`config.mk`:
```
export PLATFORM = sky130hd
export DESIGN_NAME = mm_block_read_sequencer
export DESIGN_NICKNAME = d
export VERILOG_FILES = /design/src/rtl/mm_ctrl_pkg.sv /design/src/rtl/nested_loop_cnt.sv /design/src/rtl/mm_block_read_sequencer.sv
export SDC_FILE = /design/constraint.sdc
export NUM_CORES = 1
export LEC_CHECK = 0
export BUFFER_PORTS_ARGS = -buffer_cell sky130_fd_sc_hd__buf_2
export CORE_ASPECT_RATIO = 1.5
export CORE_UTILIZATION = 55
export DETAILED_ROUTE_END_ITERATION = 7
export GPL_TIMING_DRIVEN = 0
export PLACE_DENSITY = 0.77
export SYNTH_ARGS = -nofsm -noshare
export SYNTH_HDL_FRONTEND = slang
export SYNTH_HIERARCHICAL = 1
export SYNTH_SLANG_ARGS = --single-unit
```
`constraint.sdc`:
```
create_clock -name clk -period 3.4 [get_ports clk]
set_input_delay 0.34 -clock clk [delete_from_list [all_inputs] [get_ports clk]]
set_output_delay 0.34 -clock clk [all_outputs]
set_load 0.03 [all_outputs]
```
`src/rtl/mm_ctrl_pkg.sv`:
```
// Shared types for the matrix-multiply read-side control.
// Combinational definitions only; no latency, no flow control.
package mm_ctrl_pkg;

  typedef enum logic [2:0] {
    IDLE,
    WAIT_BLK,
    READ,
    BLK_DONE,
    DRAIN,
    DONE
  } seq_state_t;

  localparam int DRAIN_CNT_W = 8;

endpackage

```
`src/rtl/nested_loop_cnt.sv`:
```
// Three-level i/j/k loop counter (k innermost); advances one step per enabled cycle.
// Flags are combinational from the current position; i_en low freezes every level.
module nested_loop_cnt #(
  parameter int W = 16
) (
  input  logic         clk,
  input  logic         rst,
  input  logic         i_clr,
  input  logic         i_en,
  input  logic [W-1:0] i_bnd_i,
  input  logic [W-1:0] i_bnd_j,
  input  logic [W-1:0] i_bnd_k,
  output logic [W-1:0] o_k,
  output logic         o_k_wrap,
  output logic         o_j_wrap,
  output logic         o_last
);

  logic [W-1:0] r_i;
  logic [W-1:0] r_j;
  logic [W-1:0] r_k;

  assign o_k      = r_k;
  assign o_k_wrap = (r_k == i_bnd_k - W'(1));
  assign o_j_wrap = o_k_wrap && (r_j == i_bnd_j - W'(1));
  assign o_last   = o_j_wrap && (r_i == i_bnd_i - W'(1));

  always_ff @(posedge clk or negedge rst) begin
    if (!rst) begin
      r_i <= '0;
      r_j <= '0;
      r_k <= '0;
    end else if (i_clr) begin
      r_i <= '0;
      r_j <= '0;
      r_k <= '0;
    end else if (i_en) begin
      if (o_k_wrap) begin
        r_k <= '0;
        if (o_j_wrap) begin
          r_j <= '0;
          r_i <= o_last ? '0 : r_i + W'(1);
        end else begin
          r_j <= r_j + W'(1);
        end
      end else begin
        r_k <= r_k + W'(1);
      end
    end
  end

endmodule

```
`src/rtl/mm_block_read_sequencer.sv`:
```
// Per-block A/B read address sequencer for the output-stationary array; outputs registered, first read one cycle after start_block.
// hold stalls the read stream in place; block and job completion are one-cycle pulses.
module mm_block_read_sequencer
  import mm_ctrl_pkg::*;
#(
  parameter int ADDR_W_A     = 12,
  parameter int ADDR_W_B     = 12,
  parameter int MATRIXSIZE_W = 16,
  parameter int DRAIN_LAT    = 8
) (
  input  logic                    clk,
  input  logic                    rst,
  input  logic                    start_multiply,
  input  logic                    start_block,
  input  logic                    hold,
  input  logic [MATRIXSIZE_W-1:0] M2,
  input  logic [MATRIXSIZE_W-1:0] M1dN1,
  input  logic [MATRIXSIZE_W-1:0] BLOCK_WIDTHdN2,
  input  logic [MATRIXSIZE_W-1:0] BLOCKS,
  output logic                    rd_en,
  output logic [ADDR_W_A-1:0]     rd_addr_A,
  output logic [ADDR_W_B-1:0]     rd_addr_B,
  output logic                    acc_first,
  output logic                    acc_last,
  output logic                    done_read_control,
  output logic                    done_multiply,
  output logic                    busy
);

  localparam logic [DRAIN_CNT_W-1:0] L_DRAIN_END = DRAIN_CNT_W'(DRAIN_LAT - 1);

  seq_state_t r_state;
  seq_state_t w_state_nxt;

  logic [MATRIXSIZE_W-1:0] r_m2;
  logic [MATRIXSIZE_W-1:0] r_m1dn1;
  logic [MATRIXSIZE_W-1:0] r_bwdn2;
  logic [MATRIXSIZE_W-1:0] r_blocks;
  logic                    r_degen;
  logic [MATRIXSIZE_W-1:0] r_blk_cnt;
  logic [MATRIXSIZE_W-1:0] w_blk_nxt;
  logic [DRAIN_CNT_W-1:0]  r_drain_cnt;
  logic [ADDR_W_A-1:0]     r_a_base;
  logic [ADDR_W_B-1:0]     r_b_base;

  logic                    r_rd_en;
  logic [ADDR_W_A-1:0]     r_rd_addr_A;
  logic [ADDR_W_B-1:0]     r_rd_addr_B;
  logic                    r_acc_first;
  logic                    r_acc_last;
  logic                    r_drc;
  logic                    r_dm;
  logic                    r_dm_fired;

  logic                    w_issue;
  logic                    w_cnt_clr;
  logic [MATRIXSIZE_W-1:0] w_k;
  logic                    w_k_wrap;
  logic                    w_j_wrap;
  logic                    w_last;

  assign w_blk_nxt = r_blk_cnt + MATRIXSIZE_W'(1);
  assign w_cnt_clr = (r_state == IDLE) || (r_state == BLK_DONE);

  nested_loop_cnt #(
    .W(MATRIXSIZE_W)
  ) u_loop (
    .clk      (clk),
    .rst      (rst),
    .i_clr    (w_cnt_clr),
    .i_en     (w_issue),
    .i_bnd_i  (r_m1dn1),
    .i_bnd_j  (r_bwdn2),
    .i_bnd_k  (r_m2),
    .o_k      (w_k),
    .o_k_wrap (w_k_wrap),
    .o_j_wrap (w_j_wrap),
    .o_last   (w_last)
  );

  always_ff @(posedge clk or negedge rst) begin
    if (!rst) begin
      r_state <= IDLE;
    end else begin
      r_state <= w_state_nxt;
    end
  end

  // The first read of a block issues straight out of WAIT_BLK so it lands the cycle after start_block.
  always_comb begin
    w_state_nxt = r_state;
    w_issue     = 1'b0;
    case (r_state)
      IDLE: begin
        if (start_multiply) w_state_nxt = WAIT_BLK;
      end
      WAIT_BLK: begin
        if (!start_multiply) begin
          w_state_nxt = IDLE;
        end else if (r_degen) begin
          w_state_nxt = DRAIN;
        end else if (start_block) begin
          w_issue     = 1'b1;
          w_state_nxt = w_last ? BLK_DONE : READ;
        end
      end
      READ: begin
        if (!hold) begin
          w_issue = 1'b1;
          if (w_last) w_state_nxt = BLK_DONE;
        end
      end
      BLK_DONE: begin
        w_state_nxt = (w_blk_nxt >= r_blocks) ? DRAIN : WAIT_BLK;
      end
      DRAIN: begin
        if (r_drain_cnt == L_DRAIN_END) w_state_nxt = DONE;
      end
      DONE: begin
        if (!start_multiply) w_state_nxt = IDLE;
      end
      default: w_state_nxt = IDLE;
    endcase
  end

  always_ff @(posedge clk or negedge rst) begin
    if (!rst) begin
      r_m2     <= '0;
      r_m1dn1  <= '0;
      r_bwdn2  <= '0;
      r_blocks <= '0;
      r_degen  <= 1'b0;
    end else if ((r_state == IDLE) && start_multiply) begin
      r_m2     <= M2;
      r_m1dn1  <= M1dN1;
      r_bwdn2  <= BLOCK_WIDTHdN2;
      r_blocks <= (BLOCKS == '0) ? MATRIXSIZE_W'(1) : BLOCKS;
      r_degen  <= (M2 == '0) || (M1dN1 == '0) || (BLOCK_WIDTHdN2 == '0);
    end
  end

  always_ff @(posedge clk or negedge rst) begin
    if (!rst) begin
      r_blk_cnt   <= '0;
      r_drain_cnt <= '0;
    end else begin
      if (r_state == IDLE) begin
        r_blk_cnt <= '0;
      end else if (r_state == BLK_DONE) begin
        r_blk_cnt <= w_blk_nxt;
      end
      r_drain_cnt <= (r_state == DRAIN) ? r_drain_cnt + DRAIN_CNT_W'(1) : '0;
    end
  end

  // b_base steps by M2 per j and restarts with each new row i; a_base steps by M2 per i.
  always_ff @(posedge clk or negedge rst) begin
    if (!rst) begin
      r_a_base <= '0;
      r_b_base <= '0;
    end else if (w_cnt_clr) begin
      r_a_base <= '0;
      r_b_base <= '0;
    end else if (w_issue) begin
      if (w_j_wrap) begin
        r_a_base <= r_a_base + ADDR_W_A'(r_m2);
        r_b_base <= '0;
      end else if (w_k_wrap) begin
        r_b_base <= r_b_base + ADDR_W_B'(r_m2);
      end
    end
  end

  always_ff @(posedge clk or negedge rst) begin
    if (!rst) begin
      r_rd_en     <= 1'b0;
      r_rd_addr_A <= '0;
      r_rd_addr_B <= '0;
      r_acc_first <= 1'b0;
      r_acc_last  <= 1'b0;
      r_drc       <= 1'b0;
      r_dm        <= 1'b0;
      r_dm_fired  <= 1'b0;
    end else begin
      r_rd_en <= w_issue;
      if (w_issue) begin
        r_rd_addr_A <= r_a_base + ADDR_W_A'(w_k);
        r_rd_addr_B <= r_b_base + ADDR_W_B'(w_k);
        r_acc_first <= (w_k == '0);
        r_acc_last  <= w_k_wrap;
      end else begin
        r_acc_first <= 1'b0;
        r_acc_last  <= 1'b0;
      end
      r_drc      <= (r_state == BLK_DONE);
      r_dm       <= (r_state == DONE) && !r_dm_fired;
      r_dm_fired <= (r_state == DONE);
    end
  end

  assign rd_en             = r_rd_en;
  assign rd_addr_A         = r_rd_addr_A;
  assign rd_addr_B         = r_rd_addr_B;
  assign acc_first         = r_acc_first;
  assign acc_last          = r_acc_last;
  assign done_read_control = r_drc;
  assign done_multiply     = r_dm;
  assign busy              = (r_state != IDLE);

endmodule

```
* After elaboration in Yosys (flattened, before gate mapping) *
Index checks and enable logic that the tools add are counted.

word-level totals
  bits in registers = 194
  bits of input ports = 69
  output and inout port bits = 30
  logic and storage cells = 115

cells by class
  $add $sub $neg = 12
  magnitude comparators = 1
  equal/unequal tests = 15
  mux-type cells = 41
  reductions and logical operators = 25

operators by type and width
  kind                   count
  $mux 16                15
  $mux 12                7
  $logic_not 16->1       5
  $add 16x1->16 const B  4
  $add 12x12->12         4
  $eq 16x16->1           3
  $sub 16x1->16 const B  3
  $mux 3                 9
  $pmux 3 s6             1
  $ge 16x16->1           1
  $add 8x1->8 const B    1
  $eq 8x3->1 const B     1
  $mux 8                 1
  $ne 2x2->1 const B     4
  $reduce_bool 2->1      4
  $mux 1                 7
  $eq 3x2->1 const B     2
  $eq 3x3->1 const B     2
  $reduce_and 2->1       3
  $reduce_and 6->1       1
  $reduce_bool 3->1      2
  $logic_and 1x1->1      4
  $ne 4x4->1 const B     1
  $eq 3x1->1 const B     1
  6 further kinds        8

* Depth between registers and ports, before layout *
  depth after elaboration = 9
  mapped depth = 17
  mapped depth without buffers = 15

* By module *
The synthesis kept the hierarchy.

by module, submodules not included
  module                   instances  cells an instance  area an instance (um2)  seq. area each (um2)
  mm_block_read_sequencer  1          865                8,475.6                 3,653.5
  nested_loop_cnt          1          534                4,285.4                 1,201.2

* Worst setup path before layout *
Ideal clock, no wire load.

  path kind = reg2reg
  start point = reg r_m1dn1[0]
  end point = reg r_state[2]
  library setup time = 0.125 ns
  data arrival time = 3.469 ns
  data required time = 3.275 ns
  slack = -0.194 ns
  stages on the path, launching flop included = 17
  buffers on the path = 3
  clock period less this slack = 3.594 ns
  cells stage by stage = dfrtp_1 -> nor4_1 -> and4b_1 -> clkbuf_1 -> xor2_1 -> o221a_2 -> o21ai_1 -> and4_1 -> clkbuf_1 -> clkbuf_1 -> nor2b_1 -> nand2b_1 -> nand2_1 -> o21ai_0 -> a21oi_1 -> nand2_1 -> mux2_2

on the way
  cells in the longest elaborated chain, start to end = 5

RTL lines
  element                     line                            source
  from (decl)                 mm_block_read_sequencer.sv:36   logic [MATRIXSIZE_W-1:0] r_m1dn1;
  from (signal assigned)      mm_block_read_sequencer.sv:135  r_m1dn1 <= M1dN1;
  $sub 16x1->16               nested_loop_cnt.sv:26           assign o_last = o_j_wrap && (r_i == i_bnd_i - W'(1));
  $eq 16x16->1                nested_loop_cnt.sv:26
  $logic_and 1x1->1           nested_loop_cnt.sv:26
  via w_last                  mm_block_read_sequencer.sv:60   logic w_last;
  $ne 2x1->1 (no line)        -
  $reduce_and 6->1 (no line)  -
  to (signal assigned)        mm_block_read_sequencer.sv:85   r_state <= w_state_nxt;
  to (decl)                   mm_block_read_sequencer.sv:32   seq_state_t r_state;

The timed path passes the listed nets, and every way through them passes these cells.
A chain may end at the register's enable or synchronous reset.

* Final worst setup path *
  start point = reg r_bwdn2[0]
  end point = reg r_state[2]

on the way
  cells in the longest elaborated chain, start to end = 6

RTL lines
  element                     line                            source
  from (decl)                 mm_block_read_sequencer.sv:37   logic [MATRIXSIZE_W-1:0] r_bwdn2;
  from (signal assigned)      mm_block_read_sequencer.sv:136  r_bwdn2 <= BLOCK_WIDTHdN2;
  $sub 16x1->16               nested_loop_cnt.sv:25           assign o_j_wrap = o_k_wrap && (r_j == i_bnd_j - W'(1));
  $eq 16x16->1                nested_loop_cnt.sv:25
  $logic_and 1x1->1           nested_loop_cnt.sv:25
  $logic_and 1x1->1           nested_loop_cnt.sv:26
  via w_last                  mm_block_read_sequencer.sv:60
  $ne 2x1->1 (no line)        -
  $reduce_and 6->1 (no line)  -

The timed path passes the listed nets, and every way through them passes these cells.

==> results by stage <==
Run status:
- The flow ran to the end, but the final reports show violations.
- The checks that failed: hold timing, setup timing.

Timing:
- Setup repair after global routing could not meet its margin everywhere.
- For the pin with the worst max-slew slack, the measured transition is 0.887 ns.
- After layout, the worst setup slack is -0.166 ns.
- The number of pins with negative max-slew slack in the final report came to 0.
- In this run the tightest slew margin relative to its limit is 40.8%.
- The total setup violations reported at the end of the flow is 2.
- The maximum frequency from static timing analysis is 280 MHz.
- The final critical path takes up 105% of the cycle.
- On the final layout, the worst clock skew is 0.0176 ns.
- The total count of hold-check failures in the final report is 7.
- The post-route worst hold slack is -0.0171 ns.
- Subtracting the final worst setup slack from the clock period gives 3.57 ns.

Route:
- The detailed-routing iteration count for the pre-antenna-repair pass is 5.
- After detailed routing, the average wire length per cell comes to 18.6 µm.
- The routed via count is 11300.
- After detailed routing, the total wire length is 34100 µm.
- In the routed layout, each cell is associated on average with a via count of 6.15.
- For this block, the initial DRC count from the detailed router was 804.
- The residual DRC count is 0.
- The count of nets left with antenna violations once routing finished came out at 0.

Synthesis:
- In the synthesized netlist the async set-or-reset flop fraction comes to 100%.
- The number of standard cells after synthesis is 1399.
- The average instance in the mapped netlist occupies 9.12 µm².
- The cell area that synthesis handed to floorplanning was 12800 µm².
- Synthesis instantiated 84 different standard cells from the library.
- Among all flip-flop cells after synthesis, the most frequent one is sky130_fd_sc_hd__dfrtp_1.
- Synthesis produced a netlist with a net count of 1540.
- Yosys printed 6 warnings.
- The sequential cell area fraction in the yosys report is 38.0%.
- The total of flip-flops plus latches after synthesis is 194.
- The number of synthesized flops with an enable pin is 0.

Pwr:
- Power spread over the standard cell area amounts to 742 nW/µm².
- The total leakage power is 0.00654 µW.
- IR analysis of the VDD net gives a maximum drop of 0.572 mV.

Setup path:
- The cell that appears most often on the critical path is sky130_fd_sc_hd__nand2_2.
- In this run the worst path has a maximum fanout of 6.
- STA classifies the critical path startpoint as a register.
- Traced cell by cell, the critical path runs through inv_2 -> ha_4 -> or4b_4 -> or4b_1 -> a211o_1 -> nand3_2 -> and4_4 -> nand3_4 -> nor2b_4 -> nand2b_1 -> nand2_2 -> o21ai_2 -> a21oi_2 -> nand2_2 -> mux2_4.
- The top cell family by delay on the critical path is simple AND/OR/NAND/NOR gates.
- The sum of buffers and inverters on the critical path is 1.
- The critical path data required time is 3.74 ns.
- The worst setup path is of the register to register kind.
- The highest-delay cell along the critical path is sky130_fd_sc_hd__or4b_4.
- The worst setup path is captured at a register.
- For this run, the slowest stage of the critical path takes 0.50 ns.
- STA puts the critical path data arrival time at 3.91 ns.

Global routing:
- The maximum number of pins on one net before global-route repair is 117.
- The initial antenna violation count was 0.
- The leftover overflow at the end of global routing is 0.
- In the global route stage, overall resource usage came out at 29.0%.
- The via count of the first global-routing pass is 11100.
- The first-pass GRT wire length is 54500 µm.

Floorplanning:
- After floorplanning, the core was sized to cover 22600 µm².
- For this configuration, the core starts out at a cell density of 56.6%.
- Pin placement for this block handled 99 I/O pins.
- The initialized floorplan defines 67 standard-cell rows.
- The die boundary width is 126 µm.
- The chip height is 189 µm.
- The die area is 23800 µm².

Clock tree:
- The root buffer selected by CTS is sky130_fd_sc_hd__clkbuf_16.
- No sink is reached through more buffers than the 2 on the longest clock path.
- Counting every sink on the clock net gives 194.
- After clock tree synthesis, the clock-pin slew on the worst setup and hold paths is 0.08 ns.
- TritonCTS built the clock tree.
- At the later pin of the worst-skew pair, clock insertion delay measures 0.45 ns.
- Clock tree synthesis inserted a total of 17 buffers.
- The H-tree was split into 4 levels.

Flow run:
- The number of max-cap violations is 0.

Cells and area:
- 0 antenna diodes ended up in the layout.
- Relative to the synthesized area, the layout overhead comes to 16.8%.
- The number of fill cells in the layout is 1769.
- The final instance area is 14900 µm².
- Summing all multi-input logic gate instances after layout gives 7740 µm².
- Leaving out fill and tap cells, the most frequent cells in the layout are sky130_fd_sc_hd__dfrtp_1 (183), sky130_fd_sc_hd__nand2_1 (140), sky130_fd_sc_hd__buf_2 (106).
- The fraction of layout instances using a drive strength above 1 is 20.5%.
- The final net count is 1687.
- The library cell used most frequently in the layout, excluding fill and tap cells, is sky130_fd_sc_hd__dfrtp_1.
- Summing all flip-flop and latch instances after layout gives 4870 µm².

Placement:
- The post-DP HPWL is 24300 µm.
- During placement, the flow inserted port buffers numbering 98.
- Once placement finished, the instance area stood at 13700 µm².
- The final weighted congestion in routability-driven placement is 0.913.
- The worst slack at placement is -0.702 ns.

Worst hold path:
- The worst min-delay path category is input port to async pin.
-- synth_stat cells, drive strengths merged (13+ instances only) --
| cell type | number | share of area [%] |
|---|---|---|
| nand4 | 19 | 0.93 |
| dfrtp | 194 | 38 |
| nor2 | 102 | 3.1 |
| clkbuf | 24 | 0.71 |
| a2bb2oi | 13 | 0.89 |
| nand2 | 142 | 4.2 |
| xnor2 | 65 | 4.5 |
| or3 | 13 | 0.64 |
| ha | 68 | 6.7 |
| nand3 | 50 | 2.1 |
| nor3 | 30 | 1.2 |
| xor2 | 61 | 4.2 |
| nor2b | 16 | 0.80 |
| inv | 58 | 1.7 |
| a21oi | 96 | 3.8 |
| mux2 | 50 | 4.4 |
| o21ai | 97 | 3.8 |
| buf | 24 | 1.4 |
| nand2b | 18 | 0.88 |
| a31oi | 14 | 0.80 |
| a22o | 15 | 1.0 |
| nor4 | 34 | 1.7 |
| and3 | 24 | 1.2 |
| or4 | 15 | 0.88 |
-- path summary, 6_finish.rpt --
kind / from / endpoint / slack [ns] / cells after the start
min reg2reg: r_dm_fired / done_multiply / 0.41 / 1
max reg2reg: r_bwdn2[0] / r_state[2] / -0.17 / 15
max: r_bwdn2[0] / r_state[2] / -0.17 / 15
max in group asynchronous: rst / r_blk_cnt[0] / 2.52 / 2
min in group clk: BLOCKS[12] / r_blocks[12] / 0.11 / 3
min: rst / rd_en / -0.02 / 1
-- routing by layer --
metal | vias up | global-route usage, % | wire length, µm
met5 | - | 0 | 0
met4 | 0 | 16.2 | 1610
met3 | 99 | 3.89 | 1400
met2 | 319 | 51.3 | 17400
met1 | 5506 | 33.5 | 13700
li1 | 5369 | - | -
-- where the power goes --
| group | leakage, µW | internal, µW | switching (µW) |
|---|---|---|---|
| Sequential | 0.00251 | 2960 | 930 |
| Combinational | 0.00372 | 2100 | 2890 |
| Clock | 0.000309 | 1230 | 967 |
| Total | 0.00654 | 6280 | 4780 |
-- area by class of cell --
type / count / area share, %
Buffer: 44 / 1.91
Clock buffer: 19 / 3.04
Clock inverter: 13 / 1.24
Inverter: 58 / 1.52
Multi-Input combinational cell: 1099 / 52.0
Sequential cell: 194 / 32.7
Tap cell: 276 / 2.32
Timing Repair Buffer: 132 / 5.33
-- sequential cells by signal, indices dropped and copies added, names as in the netlist, 16 cells and up --
| signal | flops |
|---|---|
| u_loop/r_j | 16 |
| r_m1dn1 | 16 |
| r_blk_cnt | 16 |
| u_loop/r_i | 16 |
| r_bwdn2 | 16 |
| r_m2 | 16 |
| r_blocks | 16 |
| u_loop/o_k | 16 |
-- worst reg2reg max path, delay by kind of cell (launching register included) --
kind	cells	cell delay (ns)
AND/OR/NAND/NOR	9	1.94
AO/OA/AOI/OAI	3	0.58
flip-flops	1	0.44
multiplexers	1	0.31
adder cells (fa/ha/maj)	1	0.13
buffers and inverters	1	0.08
-- repair_timing --
item / 4_1_cts / 5_1_grt
setup buffers: 19 / 15
hold buffers: 0 / 0
hold endpoints to repair: 0 / 0
resized for setup: 43 / 56
pin swaps: 27 / 14
gates cloned: 1 / 0
endpoints found under the setup margin: 64 / 66
-- per-stage QoR --
| stage | TNS (ns) | cells | power (µW) | utilization, % |
|---|---|---|---|---|
| final | -0.233 | 1835 | 11100 | 66.1 |
| after global routing | -1.41 | 1835 | 11700 | 66.1 |
| after CTS | -1.01 | 1825 | 10800 | 64.9 |
| after detailed placement | -16.25 | 1774 | 8380 | 60.6 |
| after global placement | -244.97 | 1773 | 8200 | 60.5 |
| after floorplan | -0.00855 | 1399 | 7010 | - |
-- logic make-up (layout without fill, tap and decap cells) --
family / after synthesis / count (layout) / synth area share, %
XOR/XNOR: 126 / 126 / 8.65
flip-flops: 194 / 194 / 38.0
adder cells (fa/ha/maj): 72 / 72 / 7.29
buffers and inverters: 106 / 266 / 3.84
multiplexers: 55 / 55 / 4.80
AO/OA/AOI/OAI: 323 / 323 / 15.8
AND/OR/NAND/NOR: 523 / 523 / 21.6
Note: power is estimated with default switching activity, not from simulation.
